<file path="config.mk">
export PLATFORM = sky130hd
export DESIGN_NAME = reg_bank_16x32
export DESIGN_NICKNAME = d
export VERILOG_FILES = /design/src/rtl/reg_bank_16x32.sv
export SDC_FILE = /design/constraint.sdc
export NUM_CORES = 1
export LEC_CHECK = 0
export ABC_AREA = 1
export CAP_MARGIN = 30
export CORE_ASPECT_RATIO = 1.4
export CORE_MARGIN = 2
export CORE_UTILIZATION = 26
export DETAILED_ROUTE_END_ITERATION = 7
export SYNTH_ARGS = -nofsm -noshare
export SYNTH_HDL_FRONTEND = slang
export SYNTH_SLANG_ARGS = --single-unit
</file>
<file path="constraint.sdc">
create_clock -name CLK -period 3.2 [get_ports CLK]
set_clock_uncertainty 0.1 [all_clocks]
set_input_delay 0.8 -clock CLK [delete_from_list [all_inputs] [get_ports CLK]]
set_output_delay 0.8 -clock CLK [all_outputs]
set_load 0.01 [all_outputs]
</file>
<file path="src/rtl/reg_bank_16x32.sv">
// 16-entry register bank with two registered read ports, one write port and a clear sweep.
// Defining REG_BANK_BYPASS_EN forwards same-edge write data to a matching read port.
module reg_bank_16x32 #(
    parameter int DATA_WIDTH = 32,
    parameter int ADDR_WIDTH = 4
) (
    input  logic                  CLK,
    input  logic                  RST,
    input  logic                  WRITE,
    input  logic [ADDR_WIDTH-1:0] ADDR_W,
    input  logic [DATA_WIDTH-1:0] DATA_W,
    input  logic                  READ,
    input  logic [ADDR_WIDTH-1:0] ADDR_R1,
    input  logic [ADDR_WIDTH-1:0] ADDR_R2,
    output logic [DATA_WIDTH-1:0] DATA_R1,
    output logic [DATA_WIDTH-1:0] DATA_R2,
    output logic                  R_VALID,
    input  logic                  CLR_REQ,
    output logic                  BUSY
);

    localparam int DEPTH = 2 ** ADDR_WIDTH;

    localparam logic [0:0] ST_IDLE  = 1'b0;
    localparam logic [0:0] ST_CLEAR = 1'b1;

    logic [0:0]            state_q, state_d;
    logic [ADDR_WIDTH-1:0] cnt_q, cnt_d;
    logic [DATA_WIDTH-1:0] mem_q [DEPTH];
    logic [DATA_WIDTH-1:0] r1_q, r1_d;
    logic [DATA_WIDTH-1:0] r2_q, r2_d;
    logic                  rvalid_q, rvalid_d;
    logic [DATA_WIDTH-1:0] rd1, rd2;

    always_comb begin
        state_d  = state_q;
        cnt_d    = cnt_q;
        r1_d     = r1_q;
        r2_d     = r2_q;
        rvalid_d = 1'b0;
        rd1      = mem_q[ADDR_R1];
        rd2      = mem_q[ADDR_R2];
`ifdef REG_BANK_BYPASS_EN
        if (WRITE && (ADDR_W == ADDR_R1)) rd1 = DATA_W;
        if (WRITE && (ADDR_W == ADDR_R2)) rd2 = DATA_W;
`endif
        case (state_q)
            ST_IDLE: begin
                if (READ) begin
                    r1_d     = rd1;
                    r2_d     = rd2;
                    rvalid_d = 1'b1;
                end
                if (CLR_REQ) begin
                    state_d = ST_CLEAR;
                    cnt_d   = '0;
                end
            end
            default: begin
                // Last entry cleared on this edge; the counter wraps back to zero.
                cnt_d = cnt_q + 1'b1;
                if (cnt_q == {ADDR_WIDTH{1'b1}}) state_d = ST_IDLE;
            end
        endcase
    end

    always_ff @(posedge CLK) begin
        if (RST) begin
            state_q  <= ST_IDLE;
            cnt_q    <= '0;
            r1_q     <= '0;
            r2_q     <= '0;
            rvalid_q <= 1'b0;
            for (int i = 0; i < DEPTH; i++) mem_q[i] <= '0;
        end else begin
            state_q  <= state_d;
            cnt_q    <= cnt_d;
            r1_q     <= r1_d;
            r2_q     <= r2_d;
            rvalid_q <= rvalid_d;
            if ((state_q == ST_IDLE) && WRITE) begin
                mem_q[ADDR_W] <= DATA_W;
            end else if (state_q == ST_CLEAR) begin
                mem_q[cnt_q] <= '0;
            end
        end
    end

    assign DATA_R1 = r1_q;
    assign DATA_R2 = r2_q;
    assign R_VALID = rvalid_q;
    assign BUSY    = (state_q == ST_CLEAR);

endmodule

</file>
[Yosys cells after proc, flatten, opt, wreduce, memory -nomap -nowiden]
Memories as Yosys holds them, arrays and structs flattened. A register that Yosys moved wholly into a read port is not among the register bits.
Index checks and enable logic that the tools add are counted.
Storage, ports and cells
  memory bits (writable): 512
  output and inout bits: 66
  input bits: 49
  memories kept: 1
  word-level logic and storage cells: 34
  register bits after elaboration: 6
Memory list
  mem_q: words 16, width 32, rd ports 2, clocked after Yosys merged registers in 2, write ports 16, line 29  | logic [DATA_WIDTH-1:0] mem_q [DEPTH];
Operators by class
  add/subtract/negate cells: 1
  reductions and logical operators: 6
  bitwise operators: 1
  mux-type cells: 21
  equality and inequality tests: 1
Operator list (count)
  2-to-1 mux 32 bit: 2
  OR reduction 32 bit: 2
  2-to-1 mux 4 bit: 4
  2-to-1 mux 1 bit: 15
  adder 4 x 1 -> 4 bit, second input constant: 1
  equality test 4 bit, second input constant: 1
  AND reduction 2 bit: 1
  nonzero test 2 bit: 1
  OR reduction 2 bit: 1
  logical AND 1 bit: 1
  NOT 1 bit: 1

[Longest topological paths before layout]
  depth in word-level cells: 8
  mapped depth: 12
  mapped depth without buffers: 9

[Least setup slack after synthesis]
Ideal clock, no wire load.
  kind: input to register
  start point: input port RST
  end point: memory mem_q[9][0] (enable)
  setup time: 0.389 ns
  arrival: 2.649 ns
  slack: 0.061 ns
  buffers on the path: 4
  stages on the path: 10
  data required time: 2.711 ns
  path through: buf_6 inv_8 nand2_4 buf_6 o21ai_4 nand3_2 or2_1 buf_2 buf_6 nand2_1
RTL lines
  from (decl): line 8  | input logic RST,
  to (decl): line 29

[Worst setup path in the final report]
  start point: register state_q, in the netlist BUSY
  end point: output port BUSY
RTL lines
  from (decl): line 27  | logic [0:0] state_q, state_d;
  from (signal assigned): line 76  | state_q <= state_d;
  to (decl): line 19  | output logic BUSY
No word-level cell between the ends.

==> run_results.csv <==
group,metric,value,unit
yosys,synth_edf_count,512,
setup_path,r2r-end,"mem_q[15][17]$_SDFFCE_PN0P_",
yosys,synthMostInstantiatedCell,"nand2_1",
timing,holdWs,383.7,ps
floorplan,die_h,415.8,um
yosys,async_reset_ff_share,0,%
setup_path,critical_path_depth,1,
floorplan,pin_count,115,
yosys,yosys_warnings,0,
setup_path,crit_path_start,"BUSY$_SDFF_PP0_",
setup_path,critPathLaunchType,"register",
cts,clk_path_buf_depth,3,
setup_path,worstReg2RegStart,"BUSY$_SDFF_PP0_",
floorplan,initial_utilization,26.13,%
cts,clk_pin_slew_worst_paths,60,ps
hold_path,hold_start,"cnt_q[3]$_SDFFE_PP0P_",
cts,postCtsHoldBufs,0,
placed_design,post-place-ws,255.6,ps
floorplan,die_w,298.2,um
cts,numCtsBuffers,68,
hold_path,hold_end,"cnt_q[3]$_SDFFE_PP0P_",
floorplan,fp.dieArea,124000,sq um
yosys,syn_area,31500,sq um
yosys,synth_top_cell_by_area,"edfxtp_1",
cts,cts_setup_buffers,0,
setup_path,r2r_cells,9,
timing,rsz0062_at_grt,"false",
timing,fin_ws,552.4,ps
detailed_routing,vias,27950,
yosys,synth_common_cells,"1405 x nand2_1, 832 x nand3_1, 512 x edfxtp_1",
global_routing,grt_pass1_wl,172700,um
yosys,synth_top_cell_area_share,48.81,%
cts,clock-sinks,582,
finish,syn_to_final_growth,16.85,%
detailed_routing,drc,0,
setup_path,crit_fanout,7,
power,power,19210,uW
timing,setup_viol,0,
timing,max_slew_margin,38.85,%
outcome,status,"finished clean",
yosys,ys_seq_area_share,53.26,%
yosys,syn_nets,3968,
placed_design,detailed_place_hpwl,69300,um
yosys,synth.avg_cell_area,8.040,sq um
yosys,ys.flop_type,"edfxtp_1",
cts,clock-root-buffer,"clkbuf_16",
setup_path,crit_path_cell_trace,"clkdlybuf4s50_1",
cts,ctsResizeCount,0,
global_routing,grt_start_max_net_pins,92,
setup_path,cp_num_buf_inv,1,
global_routing,grt_pass1_vias,27020,
job,cap_violations,0,
setup_path,max_stage_delay,610,ps
yosys,synth_area_leaders,"edfxtp_1 49%, nand2_1 17%, nand3_1 13%",
detailed_routing,finalWirelength,116700,um
hold_path,holdPathStages,1,
detailed_routing,drt-vias-per-instance,5.025,
setup_path,critPathTopFamily,"buffers and inverters",
timing,tightest_slew,917.3,ps
floorplan,num_rows,151,
setup_path,critPathSlowestCell,"clkdlybuf4s50_1",
floorplan,fp.coreArea,120500,sq um
setup_path,required,2300,ps
detailed_routing,wl_per_cell,20.97,um
timing,clock.fmax,377.7,MHz
setup_path,crit_type,"reg2out",
timing,fin_crit_sh,82.74,%
cts,cts.htree.levels,3,
placed_design,gp_congestion,0.8853,
global_routing,overflow,0,
detailed_routing,ant_nets,0,
setup_path,critPathArrivalTime,1750,ps
finish,drive_above_1_share,12.99,%
global_routing,antenna_found_initial,1,
timing,fin_setup_tns,0,ps
power,leakage,0.01469,uW
cts,cts_tree,"done",
yosys,synth_seq_cells,582,
yosys,synth_cells,3918,
setup_path,crit_path_end_kind,"output pin",
yosys,post_synth_num_cell_types,25,
setup_path,ff2ff_setup_slack,690,ps
power,power_density,522.0,nW/um^2
detailed_routing,dr.pass1.iters,6,
finish,antenna_cells,0,
global_routing,track_usage,18.33,%
finish,nets,3960,
placed_design,io_buffers,114,
timing,report.final.slew_viol_count,0,
power,ir_drop,0.3678,mV
cts,clk_latency,620,ps
hold_path,hp-class,"reg2reg",
timing,fin_crit,2648,ps
timing,hold_violations,0,
detailed_routing,drtIter0Drc,3224,
## through the flow
step / std cells / utilization [%] / area, sq um
6_report: 5563 / 30.54 / 36810
5_1_grt: 5563 / 30.54 / 36810
4_1_cts: 5563 / 30.54 / 36810
3_5_place_dp: 5446 / 28.77 / 34680
3_3_place_gp: 5446 / 28.77 / 34680
2_1_floorplan: 3918 / - / 31500
## cells by family after synthesis
kind of cell	share of synthesized area, %
and+or+nand+nor	39.94
adders and majority gates	0.03971
DFF	53.26
buffers and inverters	6.534
AOI/OAI and AO/OA	0.2264
## worst reg2reg max path: stages, from the launching register on
cell,delay [ps]
dfxtp_1,520
nand2_4,160
inv_1,120
nand2_1,70
o21ai_1,210
inv_1,100
nand2_1,130
or2_2,150
buf_4,510
nor2_1,130
## cell usage in the layout (no fill, tap or decap), types with 3 or more instances in the layout
| cell | netlist | layout |
|---|---|---|
| clkinv_2 | 0 | 9 |
| edfxtp_1 | 512 | 512 |
| nor3_1 | 3 | 3 |
| clkdlybuf4s50_1 | 0 | 105 |
| inv_4 | 0 | 3 |
| buf_12 | 0 | 52 |
| dfxtp_1 | 70 | 70 |
| inv_1 | 79 | 74 |
| o21ai_0 | 3 | 3 |
| nor2_1 | 425 | 425 |
| or2_2 | 0 | 16 |
| nand3_2 | 4 | 4 |
| clkbuf_8 | 0 | 9 |
| nand2_2 | 2 | 18 |
| clkbuf_16 | 0 | 70 |
| clkbuf_1 | 149 | 13 |
| inv_2 | 5 | 5 |
| nand3_1 | 832 | 832 |
| nand2_1 | 1405 | 1389 |
| bufinv_16 | 0 | 4 |
| inv_8 | 1 | 3 |
| buf_4 | 0 | 94 |
| clkinv_1 | 0 | 12 |
| nor2_2 | 219 | 219 |
## registers in the layout, indices dropped and copies added, names as in the netlist
signal and count:
BUSY 1, DATA_R2 32, R_VALID 1, mem_q 512, cnt_q 4, DATA_R1 32
## worst max path at each step
stage,to
after floorplan,mem_q[9][0]$_SDFFCE_PN0P_
after global placement,mem_q[3][23]$_SDFFCE_PN0P_
after detailed placement,mem_q[3][23]$_SDFFCE_PN0P_
after CTS,BUSY
after global routing,BUSY
final,BUSY
## final cells by class
type	count	area (sq um)
Fill cell	12700	83730
Timing Repair Buffer	255	2835
Clock buffer	90	1897
Inverter	85	349.1
Multi-Input combinational cell	2918	12710
Clock inverter	27	234.0
Tap cell	1606	2009
Sequential cell	582	16780
## layer usage
layer / global-route usage (%) / up-vias / share of wire, %
met1: 23.22 / 13260 / 39
met2: 29.80 / 1611 / 46
met4: 9.275 / 2 / 4.9
li1: - / 12780 / -
met3: 3.398 / 296 / 9.8
met5: 0 / - / 0.0086
## power by group
part / internal (uW) / switching [uW] / total [uW]
Clock: 4470 / 3230 / 7700
Combinational: 833 / 1870 / 2700
Sequential: 8620 / 192 / 8810
Total: 13900 / 5290 / 19200
(Power assumes the default switching activity.)
